### config.mk
export PLATFORM = sky130hd
export DESIGN_NAME = mcu_mux_array_flat
export DESIGN_NICKNAME = d
export VERILOG_FILES = /design/src/rtl/mcu_mux_array_if.sv /design/src/rtl/mcu_mux_array.sv /design/src/flat_wrapper.sv
export SDC_FILE = /design/constraint.sdc
export NUM_CORES = 1
export LEC_CHECK = 0
export ABC_AREA = 1
export CORE_AREA = 2 2 131 133
export CTS_BUF_LIST = sky130_fd_sc_hd__clkbuf_4
export CTS_CLUSTER_DIAMETER = 30
export CTS_CLUSTER_SIZE = 16
export DETAILED_ROUTE_END_ITERATION = 12
export DIE_AREA = 0 0 133 135
export PLACE_DENSITY = 0.78
export RECOVER_POWER = 100
export SYNTH_ARGS = -nofsm -noshare
export SYNTH_HDL_FRONTEND = slang
export SYNTH_SLANG_ARGS = --single-unit
### constraint.sdc
create_clock -name i_CLK -period 0.8 [get_ports i_CLK]
set_input_delay 0.12 -clock i_CLK [delete_from_list [all_inputs] [get_ports i_CLK]]
set_output_delay 0.12 -clock i_CLK [all_outputs]
set_load 0.01 [all_outputs]
### src/rtl/mcu_mux_array_if.sv
// Bus bundle between the MCU sequencer and the line-memory / convolver mux array.
// Select widths use "bits to represent x" (floor(log2 x)+1), i.e. $clog2(x+1).
interface mcu_mux_array_if #(
  parameter int N           = 4,
  parameter int BITS_IMAGEN = 8,
  parameter int BITS_DATA   = 13,
  parameter int STATES      = 3
);
  localparam int STATE_W = $clog2(STATES);
  localparam int SUB_W   = $clog2(N/2 + 1);
  localparam int SEL_W   = $clog2(N + 2);

  logic [N*BITS_DATA-1:0]       i_DataConv;
  logic [(N+2)*BITS_DATA-1:0]   i_MemData;
  logic [BITS_IMAGEN-1:0]       i_Data;
  logic [STATE_W-1:0]           i_state;
  logic [SUB_W-1:0]             i_substate;
  logic [SEL_W-1:0]             i_memSelect;
  logic [3*N*BITS_IMAGEN-1:0]   o_DataConv;
  logic [(N+2)*BITS_DATA-1:0]   o_MemData;
  logic [BITS_DATA-1:0]         o_Data;

  modport master (
    output i_DataConv, i_MemData, i_Data, i_state, i_substate, i_memSelect,
    input  o_DataConv, o_MemData, o_Data
  );

  modport slave (
    input  i_DataConv, i_MemData, i_Data, i_state, i_substate, i_memSelect,
    output o_DataConv, o_MemData, o_Data
  );
endinterface

### src/rtl/mcu_mux_array.sv
// Registered routing between N+2 line memories, N convolvers and the host,
// steered by the MCU state (LOAD / CONV / READ / idle); one-cycle latency.
module mcu_mux_array #(
  parameter int N           = 4,
  parameter int BITS_IMAGEN = 8,
  parameter int BITS_DATA   = 13,
  parameter int STATES      = 3
) (
  input  logic            i_CLK,
  input  logic            i_RST,
  mcu_mux_array_if.slave  bus
);
  localparam int SLOTS   = N + 2;
  localparam int ST_LOAD = 0;
  localparam int ST_CONV = 1;
  localparam int ST_READ = 2;

  logic [BITS_DATA-1:0]       mem_in [SLOTS];
  logic [BITS_DATA-1:0]       px_ext;
  logic [3*N*BITS_IMAGEN-1:0] win_p0;
  logic [SLOTS*BITS_DATA-1:0] mem_p0;
  logic [BITS_DATA-1:0]       data_p0;
  int                         state_i;
  int                         sel_i;
  int                         off;

  function automatic logic [BITS_IMAGEN-1:0] pixel_of(input logic [BITS_DATA-1:0] w);
    return w[BITS_IMAGEN-1:0];
  endfunction

  // Callers never exceed 2*SLOTS-1, so one conditional subtract is a full wrap.
  function automatic int wrap_slot(input int idx);
    return (idx >= SLOTS) ? idx - SLOTS : idx;
  endfunction

  for (genvar k = 0; k < SLOTS; k++) begin : g_unpack
    assign mem_in[k] = bus.i_MemData[k*BITS_DATA +: BITS_DATA];
  end

  // Stage p0: combinational next-value selection from current inputs
  always_comb begin
    win_p0  = '0;
    mem_p0  = '0;
    data_p0 = '0;
    px_ext  = '0;
    px_ext[BITS_IMAGEN-1:0] = bus.i_Data;
    state_i = int'(bus.i_state);
    sel_i   = int'(bus.i_memSelect);
    off     = (2 * int'(bus.i_substate)) % SLOTS;
    if (state_i == ST_LOAD) begin
      for (int k = 0; k < SLOTS; k++) begin
        if (sel_i == k) mem_p0[k*BITS_DATA +: BITS_DATA] = px_ext;
      end
    end else if (state_i == ST_CONV) begin
      for (int j = 0; j < N; j++) begin
        for (int t = 0; t < 3; t++) begin
          win_p0[(3*j+t)*BITS_IMAGEN +: BITS_IMAGEN] = pixel_of(mem_in[wrap_slot(off + j + t)]);
        end
      end
      mem_p0[N*BITS_DATA-1:0] = bus.i_DataConv;
    end else if (state_i == ST_READ && state_i < STATES) begin
      for (int k = 0; k < SLOTS; k++) begin
        if (sel_i == k) data_p0 = mem_in[k];
      end
    end
  end

  // Stage p1: output registers, cleared asynchronously
  always_ff @(posedge i_CLK or negedge i_RST) begin
    if (!i_RST) begin
      bus.o_DataConv <= '0;
      bus.o_MemData  <= '0;
      bus.o_Data     <= '0;
    end else begin
      bus.o_DataConv <= win_p0;
      bus.o_MemData  <= mem_p0;
      bus.o_Data     <= data_p0;
    end
  end
endmodule

### src/flat_wrapper.sv
// flat-port wrapper written by rule: the top's interface ports become plain ports
module mcu_mux_array_flat 
#(
  parameter int N           = 4,
  parameter int BITS_IMAGEN = 8,
  parameter int BITS_DATA   = 13,
  parameter int STATES      = 3
)
  (i_CLK, i_RST, bus_i_DataConv, bus_i_MemData, bus_i_Data, bus_i_state, bus_i_substate, bus_i_memSelect, bus_o_DataConv, bus_o_MemData, bus_o_Data);
  mcu_mux_array_if #(.N(N), .BITS_IMAGEN(BITS_IMAGEN), .BITS_DATA(BITS_DATA), .STATES(STATES)) bus_i ();
  input  logic i_CLK;
  input  logic i_RST;
  input wire logic [$bits(bus_i.i_DataConv)-1:0] bus_i_DataConv;
  input wire logic [$bits(bus_i.i_MemData)-1:0] bus_i_MemData;
  input wire logic [$bits(bus_i.i_Data)-1:0] bus_i_Data;
  input wire logic [$bits(bus_i.i_state)-1:0] bus_i_state;
  input wire logic [$bits(bus_i.i_substate)-1:0] bus_i_substate;
  input wire logic [$bits(bus_i.i_memSelect)-1:0] bus_i_memSelect;
  output wire logic [$bits(bus_i.o_DataConv)-1:0] bus_o_DataConv;
  output wire logic [$bits(bus_i.o_MemData)-1:0] bus_o_MemData;
  output wire logic [$bits(bus_i.o_Data)-1:0] bus_o_Data;
  assign bus_i.i_DataConv = bus_i_DataConv;
  assign bus_i.i_MemData = bus_i_MemData;
  assign bus_i.i_Data = bus_i_Data;
  assign bus_i.i_state = bus_i_state;
  assign bus_i.i_substate = bus_i_substate;
  assign bus_i.i_memSelect = bus_i_memSelect;
  assign bus_o_DataConv = bus_i.o_DataConv;
  assign bus_o_MemData = bus_i.o_MemData;
  assign bus_o_Data = bus_i.o_Data;
  mcu_mux_array #(.N(N), .BITS_IMAGEN(BITS_IMAGEN), .BITS_DATA(BITS_DATA), .STATES(STATES)) u_core (.i_CLK(i_CLK), .i_RST(i_RST), .bus(bus_i));
endmodule
==> results.txt <==
----------------------------------------------------
[Status]
  Outcome ... finished, violations left
  Failing checks ... setup timing

[Final layout]
  Commonest non-fill, non-tap cells in the layout ... sky130_fd_sc_hd__clkdlybuf4s50_1, sky130_fd_sc_hd__dfrtp_1, sky130_fd_sc_hd__buf_2, sky130_fd_sc_hd__a21oi_1, sky130_fd_sc_hd__nand3_1
  Filler cells ... around 1400
  Number of nets in the layout ... 1232
  Post-route insts no fill ... 1318
  Fraction of layout cells with a size suffix above 1 ... 0.333
  Footprint of the flip-flops and latches ... 0.00323 mm2
  Leading cell type in the layout, fill and taps excluded ... sky130_fd_sc_hd__clkdlybuf4s50_1
  Area of the multi-input gates ... 0.00237 mm2
  Synth-to-layout area growth ... 61.4%

[Logic synthesis]
  Cell types occupying the most area after synthesis ... sky130_fd_sc_hd__dfrtp_1, sky130_fd_sc_hd__a21oi_1, sky130_fd_sc_hd__nand3_1
  Area leader, netlist ... sky130_fd_sc_hd__dfrtp_1
  Mapped cell area ... 0.00630 mm2
  Synth Flop Type ... sky130_fd_sc_hd__dfrtp_1
  Mapped Cells ... 743
  Asr flop ratio synth ... 1.00
  Sequential element share of the synthesized area ... 0.512
  Share of Yosys cell area claimed by the top area cell type ... 0.512
  Mean cell area of the mapped netlist ... approximately 8.5 um2
  Count of different cell masters after synthesis ... 25
  Number of enable-type register cells in the synthesized netlist ... 0
  Yosys warning count ... 0
  Number of register bits inferred by synthesis ... 129

[CTS]
  Buffers from clock root to sink, at most ... 2
  Total of hold buffers inserted after clock tree synthesis ... 2
  Clock tree from TritonCTS ... yes
  Number of buffers inserted during clock tree synthesis ... 17
  Num Clock Sinks ... roughly 130
  CTS Root Buffer Type ... sky130_fd_sc_hd__clkbuf_4
  Count of H-tree levels built during CTS ... 4
  Clock transition at the registers of the reported paths ... about 0.12 ns

[Die]
  Chip Height ... around 140 um
  Effective utilization at floorplan ... 0.384
  Core area ... 0.0164 mm2
  Boundary pin count ... 334
  Row cnt ... 47
  Die width ... 133 um
  Die Footprint ... about 0.018 mm2

[Route]
  Pre-Repair DR Iteration Count ... 5
  DRT antenna net count ... 0
  Detail-routed via count per cell ... 5.23
  Detailed-route DRC error count ... 0
  Number of DRC markers in iteration 0 ... between 700 and 800
  Routed WL per cell ... 19.4 um
  Final wirelength ... around 26000 um
  Via count ... 6895

[Global route]
  Initial antenna violation count ... 2
  Met2 routing resource usage after global routing ... 0.462
  Vias in the first global route ... 6616
  GR Util All Layers ... 0.281
  Total overflow reported by the global router ... 0
  First-pass GRT wire length ... 38100 um
  GR Util met3 ... 0.0781
  Global-route track usage on met1 ... 0.353
  Gr busiest metal ... met2
  Largest net degree at the start of global routing ... a little over 40

[Pwr]
  Peak ir drop on the vdd network ... between 0.7 and 0.8 mV
  Combinational share of power ... 0.258
  Clk pwr share ... 0.300
  Total internal power ... 11000 uW
  Power density normalized to cell area ... approximately 1500 mW/mm2
  Net switching power ... ~4600 uW
  Leak ... 0.00506 uW
  Switching Share ... 0.297
  Sequential share of power ... 0.442

[Run]
  Max Cap Viol ... 0

[Timing]
  Post-layout min period ... between 1 and 1.5 ns
  Post-route setup TNS ... -76.17 ns
  Setup slack of the critical path after layout ... -0.555 ns
  Final period util ... 1.69
  RSZ-0062 raised after global routing ... yes
  Setup violation total in the final timing report ... 252
  Minimum hold slack ... 0.00422 ns
  Fmax achieved ... around 740 MHz
  Final hold violations ... 0
  Number of pins exceeding their max-slew limit in the final report ... 0

[Place]
  Total of buffers placed on input and output ports ... around 320
  Worst slack after detailed placement ... -0.962 ns
  Estimated wirelength of the detail-placed design ... 18600 um
  Placed cell count ... 1269
  Final weighted congestion in routability-driven placement ... 0.932

[Worst setup path]
  Type of element launching the critical path ... flip-flop
  Highest fanout seen on the critical path ... 2
  WP data required ... slightly below 0.7 ns
  Crit. End Element ... output port
  Data arrival, critical path ... ~1.2 ns
  Start-to-end type of the worst setup path ... reg2out

[Worst hold path]
  Class of the most critical hold timing path ... in2async

----------------------------------------------------
==> area by class of cell <==
cell class	instances	share of cell area
repair buffers	423	0.366
flip-flops and latches	129	0.318
multi-input cells	455	0.233
well taps	220	0.0271
inverters	56	0.0258
clock buffers	20	0.0148
clock inverters	12	0.0139
repair inverters	1	0.000738
diodes	2	0.000492
==> kinds of logic after synthesis <==
family,count (synthesis),synth area share
compound gates,221,0.176
fa+ha+maj,2,0.00397
buf+inv,168,0.143
flops,129,0.512
other cells,1,0.000595
simple gates,222,0.165
==> power by group through the flow <==
stage          sequential (uW)  clock (uW)  combinational, uW
6_report                  6930        4700               4030
5_1_grt                   6960        5090               4300
4_1_cts                   6920        4780               3910
3_5_place_dp              7050           0               3910
3_3_place_gp              7040           0               3850
2_1_floorplan             7170           0               1530
==> path summary, 6_finish.rpt <==
| path | startpoint | to | slack, ns |
|---|---|---|---|
| max in group asynchronous | i_RST | u_core.bus.o_DataConv[51] | 0.06 |
| setup / recovery | u_core.bus.o_DataConv[73] | bus_o_DataConv[41] | -0.55 |
| min in group i_CLK | bus_i_DataConv[34] | u_core.bus.o_MemData[34] | 0.07 |
| hold / removal | i_RST | u_core.bus.o_MemData[39] | 0.004 |
==> registers in the layout, summed over array words and instances, names as in the netlist <==
name                   cells
u_core.bus.o_MemData      68
u_core.bus.o_DataConv     48
u_core.bus.o_Data         13
==> synth_stat cells (2+ instances only) <==
| cell | count |
|---|---|
| sky130_fd_sc_hd__buf_4 | 61 |
| sky130_fd_sc_hd__buf_2 | 17 |
| sky130_fd_sc_hd__dfrtp_1 | 129 |
| sky130_fd_sc_hd__nor2_1 | 55 |
| sky130_fd_sc_hd__nor2_4 | 2 |
| sky130_fd_sc_hd__nand2_1 | 43 |
| sky130_fd_sc_hd__nand3_1 | 106 |
| sky130_fd_sc_hd__buf_6 | 2 |
| sky130_fd_sc_hd__buf_1 | 5 |
| sky130_fd_sc_hd__nor2_2 | 3 |
| sky130_fd_sc_hd__a21oi_1 | 122 |
| sky130_fd_sc_hd__inv_2 | 6 |
| sky130_fd_sc_hd__nand4_1 | 8 |
| sky130_fd_sc_hd__ha_1 | 2 |
| sky130_fd_sc_hd__o21ai_0 | 87 |
| sky130_fd_sc_hd__inv_1 | 49 |
| sky130_fd_sc_hd__clkbuf_1 | 27 |
| sky130_fd_sc_hd__o21ai_1 | 12 |
==> stage by stage <==
| step | cell area, um2 | utilization | power (uW) |
|---|---|---|---|
| finish | 10200 | 0.620 | 15700 |
| global route | 10200 | 0.620 | 16300 |
| CTS | 10100 | 0.615 | 15600 |
| detailed placement | 10200 | 0.619 | 11000 |
| global placement | 10200 | 0.619 | 10900 |
| floorplan | 6630 | - | 8700 |
==> metal layers <==
| metal | routed length (um) | vias to the layer above | share of wire |
|---|---|---|---|
| met1 | 10000 | 3244 | 0.39 |
| met2 | 12200 | 457 | 0.48 |
| li1 | - | 3128 | - |
| met5 | 0 | - | 0 |
| met4 | 745 | 0 | 0.029 |
| met3 | 2570 | 66 | 0.10 |
==> critical path, cell delays in order (launching register included) <==
cell and delay, ns:
sky130_fd_sc_hd__dfrtp_1 0.44, sky130_fd_sc_hd__buf_6 0.14, sky130_fd_sc_hd__buf_6 0.11
==> what timing repair did <==
item | CTS | global route
setup buffers | 7 | 2
endpoints found under the setup margin | 287 | 231
gates resized for setup | 809 | 36
pin swaps | 15 | 10
cloned | 5 | 1
endpoints found under the hold margin | 129 | 7
Note: power is estimated with default switching activity, not from simulation.
